**config.mk**
```make
export PLATFORM = sky130hd
export DESIGN_NAME = request_walker_multi
export DESIGN_NICKNAME = d
export VERILOG_FILES = /design/src/rtl/request_walker_multi.sv
export SDC_FILE = /design/constraint.sdc
export NUM_CORES = 1
export LEC_CHECK = 0
export CORE_MARGIN = 1
export CORE_UTILIZATION = 50
export CTS_BUF_LIST = sky130_fd_sc_hd__clkbuf_8 sky130_fd_sc_hd__clkbuf_16
export DETAILED_ROUTE_END_ITERATION = 8
export PLACE_DENSITY_LB_ADDON = 0.3
export SLEW_MARGIN = 30
export SYNTH_ARGS = -nofsm -noshare
export SYNTH_HDL_FRONTEND = slang
export SYNTH_SLANG_ARGS = --single-unit
```
**constraint.sdc**
```tcl
create_clock -name i_clk -period 4.5 [get_ports i_clk]
set_clock_uncertainty 0.2 [all_clocks]
set_input_delay 0.9 -clock i_clk [delete_from_list [all_inputs] [get_ports i_clk]]
set_output_delay 0.9 -clock i_clk [all_outputs]
set_load 0.005 [all_outputs]
```
**src/rtl/request_walker_multi.sv**
```systemverilog
// Walks one lit LED across an NLEDS-wide bank per step strobe, bouncing or single-pass,
// with a one-deep pending request latch, synchronous abort and an end-of-sweep pulse.
module request_walker_multi #(
  parameter int NLEDS       = 6,
  parameter int STEP_CYCLES = 12_000_000,
  parameter bit OPT_PENDING = 1'b1
) (
  input  logic             i_clk,
  input  logic             i_reset_n,
  input  logic             i_request,
  input  logic             i_mode,
  input  logic             i_abort,
  output logic [NLEDS-1:0] o_led,
  output logic             o_busy,
  output logic             o_done,
  output logic             o_pending
);

  localparam int CNT_W  = (STEP_CYCLES > 2) ? $clog2(STEP_CYCLES) : 1;
  localparam int STEP_W = $clog2(2 * NLEDS);

  localparam logic [CNT_W-1:0]  CNT_RELOAD  = CNT_W'(STEP_CYCLES - 1);
  localparam logic [STEP_W-1:0] LAST_BOUNCE = STEP_W'(2 * NLEDS - 1);
  localparam logic [STEP_W-1:0] LAST_SINGLE = STEP_W'(NLEDS);
  localparam logic [STEP_W-1:0] STEP_FIRST  = STEP_W'(1);
  localparam logic [NLEDS-1:0]  LED_ONE     = NLEDS'(1);

  logic [CNT_W-1:0]  cnt_p0;
  logic              stb_p0;
  logic [STEP_W-1:0] step_p1;
  logic [STEP_W-1:0] step_nxt;
  logic              mode_q;
  logic              mode_nxt;
  logic              pending_q;
  logic              pending_nxt;
  logic              done_q;
  logic              done_nxt;
  logic              consume;
  logic              go;
  logic [STEP_W-1:0] last_step;
  logic [NLEDS-1:0]  led_p2;

  // Out on steps 1..NLEDS, back on NLEDS+1..2*NLEDS-1; idle step 0 lights nothing.
  function automatic logic [NLEDS-1:0] led_decode(input logic [STEP_W-1:0] s);
    logic [NLEDS-1:0] r;
    r = '0;
    if (s != '0) begin
      if (s <= LAST_SINGLE) r = LED_ONE << (s - STEP_FIRST);
      else                  r = LED_ONE << (LAST_BOUNCE - s);
    end
    return r;
  endfunction

  // Stage p0: free-running step strobe, one cycle after the counter hits zero
  always_ff @(posedge i_clk) begin
    if (!i_reset_n) begin
      cnt_p0 <= CNT_RELOAD;
      stb_p0 <= 1'b0;
    end else begin
      stb_p0 <= (cnt_p0 == '0);
      cnt_p0 <= (cnt_p0 == '0) ? CNT_RELOAD : cnt_p0 - 1'b1;
    end
  end

  assign last_step = mode_q ? LAST_SINGLE : LAST_BOUNCE;
  assign go        = pending_q | (i_request & ~OPT_PENDING);

  always_comb begin
    step_nxt    = step_p1;
    mode_nxt    = mode_q;
    pending_nxt = pending_q;
    done_nxt    = 1'b0;
    consume     = 1'b0;
    if (i_abort) begin
      step_nxt = '0;
    end else if (stb_p0) begin
      if (step_p1 == '0) begin
        if (go) begin
          step_nxt = STEP_FIRST;
          mode_nxt = i_mode;
          consume  = 1'b1;
        end
      end else if (step_p1 == last_step) begin
        done_nxt = 1'b1;
        // A waiting request chains straight into a new sweep with no idle step.
        if (pending_q) begin
          step_nxt = STEP_FIRST;
          mode_nxt = i_mode;
          consume  = 1'b1;
        end else begin
          step_nxt = '0;
        end
      end else begin
        step_nxt = step_p1 + 1'b1;
      end
    end
    if (!OPT_PENDING || i_abort || consume) pending_nxt = 1'b0;
    else if (i_request)                     pending_nxt = 1'b1;
  end

  // Stage p1: sweep position, captured mode, pending latch and done pulse
  always_ff @(posedge i_clk) begin
    if (!i_reset_n) begin
      step_p1   <= '0;
      mode_q    <= 1'b0;
      pending_q <= 1'b0;
      done_q    <= 1'b0;
    end else begin
      step_p1   <= step_nxt;
      mode_q    <= mode_nxt;
      pending_q <= pending_nxt;
      done_q    <= done_nxt;
    end
  end

  // Stage p2: registered LED decode, one cycle behind the step register
  always_ff @(posedge i_clk) begin
    if (!i_reset_n) led_p2 <= '0;
    else            led_p2 <= led_decode(step_p1);
  end

  assign o_led     = led_p2;
  assign o_busy    = (step_p1 != '0);
  assign o_done    = done_q;
  assign o_pending = pending_q;

endmodule

```
==> metrics.md <==
| Metric | Value |
|---|---|
| Number of gates resized after CTS | `0` |
| Grt total ovfl | `0` |
| ANT nets after route | `0` |
| Max incr delay on CP | `0.59 ns` |
| Final setup fails | `0` |
| Worst path arrival time | `2.15 ns` |
| Cell Rows | `22` |
| Placed instance area | `2100 µm²` |
| Fill cells | `359` |
| CTS tree | `yes` |
| Core area | `3690 µm²` |
| Layout cell share with drive strength beyond 1 | `5.42%` |
| Vert. Die Dim | `64.4 µm` |
| DRC violations left | `0` |
| Share of the synthesized area in the top cell type | `39.0%` |
| Synth top area cells | `dfxtp_1, ha_1, nand2_1` |
| CTS Buffer Depth | `2` |
| Synthesis warning total | `0` |
| Mean Syn Cell Area | `8.44 µm²` |
| Crit path time final | `3.25 ns` |
| Maximum vdd ir drop | `161 µV` |
| Fraction of synthesis flops using an asynchronous set or reset pin | `0%` |
| Ports | `14` |
| Sequential share of the synthesized area | `39.0%` |
| DP HPWL | `2.66 mm` |
| Largest net degree at the start of global routing | `16` |
| WS Path Type | `reg2out` |
| Status | `completed` |
| CTS Hold Buffers Added | `0` |
| Final nets | `254` |
| Area of the mapped netlist | `1950 µm²` |
| Cells after Synth | `231` |
| Register bit total from synthesis | `38` |
| Critical Path Start Type | `flop` |
| Max-cap violations | `0` |
| Achievable Freq | `308 MHz` |
| Total Routing Usage GR | `20.9%` |
| Clk Latency, worst-skew pair | `0.29 ns` |
| Port bufs | `13` |
| Initial core utilization | `52.8%` |
| Fin crit share | `72.2%` |
| Setup TNS | `0 ns` |
| CP Capture Point | `o_busy` |
| Synth Flop Type | `dfxtp_1` |
| Initial drt markers | `141` |
| CTS Buf Count | `5` |
| Crit end category | `primary output` |
| Flop2flop setup slack | `2.09 ns` |
| Worst min path class | `reg2reg` |
| Yosys top cell by area | `dfxtp_1` |
| Syn_nets | `244` |
| Routability cong. | `0.840` |
| Reg2Reg Depth | `4` |
| DRT Wirelength | `3.88 mm` |
| DIE WIDTH | `64.4 µm` |
| Fin. Hold Viols | `0` |
| Final Max Slew Viols | `0` |
| Initial antenna violation count | `0` |
| Number of global-route vias before repair | `1528` |
| CP startpoint | `step_p1[0]` |
| Clk sinks | `38` |
| Area growth, synth to finish | `12.1%` |
| Slew margin rel. | `50.2%` |
| Worst-Margin Slew | `0.740 ns` |
| FF-to-FF Start | `cnt_p0[7]` |
| Root Driver | `clkbuf_8` |
| Worst path required time | `3.40 ns` |
| CTS clk-pin slew, worst paths | `0.07 ns` |
| Most common cell in the netlist | `dfxtp_1` |
| RSZ-0062 raised after global routing | `no` |
| Die area | `4150 µm²` |
| Critical Path Slowest Stage Cell | `dfxtp_1` |
| Via Count | `1705` |
| Drt pass-1 iters | `4` |
| P_leak | `0.000763 µW` |
| Postcts setup bufs | `0` |
| CTS H-Tree Depth | `2` |
| Drt wl/cell | `13.5 µm` |
| Vias per cell | `5.92` |
| Post-synth EDFFs | `0` |
| First-pass GRT wire length | `6.76 mm` |
| Pwr/cell area | `272 nW/µm²` |
| Most frequent cells after synthesis | `dfxtp_1, nand2_1, nor2_1` |
| N_diodes | `0` |
| Distinct cells, synth | `47` |
| Worst r2r dst | `cnt_p0[8]` |
| Cell Chain, Critical Path | `inv_1 -> ha_1 -> nand2_1 -> clkdlybuf4s50_1` |
| Peak fanout along the critical path | `15` |
| Final instance area | `2180 µm²` |
registers in the layout (all words and copies together), names as in the netlist:
name	count
o_done	1
o_pending	1
stb_p0	1
cnt_p0	24
step_p1	4
mode_q	1
o_led	6
worst max-delay path, delay by kind of cell, from the launching register on:
kind	cells	cell delay [ns]
adder cells (fa/ha/maj)	1	0.27
AND/OR/NAND/NOR	1	0.22
flip-flops	1	0.59
buffers and inverters	2	0.78
metal layers:
metal  share of wire, %  global-route usage [%]  wire [µm]  up-vias
met5                  0                       0          0        -
met4                2.1                    11.4         83        0
met3                3.9                    4.23        150        8
met2                 45                    33.6       1740       42
met1                 49                    26.0       1900      789
li1                   -                       -          -      866
layout make-up:
class	count	area, µm²	area share, %
Sequential cell	38	761	34.8
Multi-Input combinational cell	173	1110	50.6
Tap cell	48	60.1	2.75
Inverter	8	30.0	1.37
Clock buffer	6	82.6	3.78
Timing Repair Buffer	15	145	6.64
cell families after synthesis:
group | after synthesis | synth area share [%]
buffers and inverters | 20 | 4.56
xor gates and xnor gates | 12 | 5.39
muxes | 3 | 1.60
adders and majority gates | 8 | 5.13
AOI/OAI and AO/OA | 43 | 14.4
and+or+nand+nor | 107 | 29.8
DFF | 38 | 39.0
cell usage in the layout, fill, tap and decap left out, types with 2 or more instances in the layout:
cell,instances
and2_1,2
inv_1,8
buf_4,2
xor2_1,9
ha_1,8
dfxtp_1,38
a21oi_1,10
a211oi_1,3
nand4_1,3
clkbuf_8,6
nor2_1,15
mux2i_1,2
o31ai_1,6
xnor2_1,3
clkdlybuf4s50_1,13
nand4b_1,3
nor4_1,14
nand3b_1,2
and3_1,3
o21ai_0,9
o41ai_1,2
nand2_1,25
nor4bb_1,2
a31oi_1,3
nand2b_1,2
o211ai_1,2
or3_1,4
nand3_1,13
nor2b_1,3
nor3_1,9
power by group:
| group | internal (µW) | total (µW) | switching (µW) |
|---|---|---|---|
| Combinational | 8.85 | 21.9 | 13.0 |
| Sequential | 339 | 342 | 3.29 |
| Clock | 118 | 230 | 112 |
worst min path at each step:
stage | startpoint | endpoint | depth (start not counted)
after floorplan | cnt_p0[0] | cnt_p0[0] | 1
after global placement | cnt_p0[0] | cnt_p0[0] | 1
after detailed placement | cnt_p0[0] | cnt_p0[0] | 1
after CTS | cnt_p0[0] | cnt_p0[0] | 1
after global routing | cnt_p0[0] | cnt_p0[0] | 1
final | cnt_p0[0] | cnt_p0[0] | 1
per-stage QoR:
| stage | util, % | setup slack (ns) | total power (µW) | std cells | hold slack [ns] |
|---|---|---|---|---|---|
| floorplan | - | 2.21 | 363 | 231 | 0.191 |
| global placement | 56.8 | 1.43 | 371 | 282 | 0.207 |
| detailed placement | 56.8 | 1.35 | 372 | 282 | 0.210 |
| CTS | 59.1 | 1.26 | 596 | 288 | 0.226 |
| global route | 59.2 | 1.05 | 615 | 288 | 0.257 |
| finish | 59.2 | 1.25 | 594 | 288 | 0.222 |
Note: power is estimated with default switching activity, not from simulation.
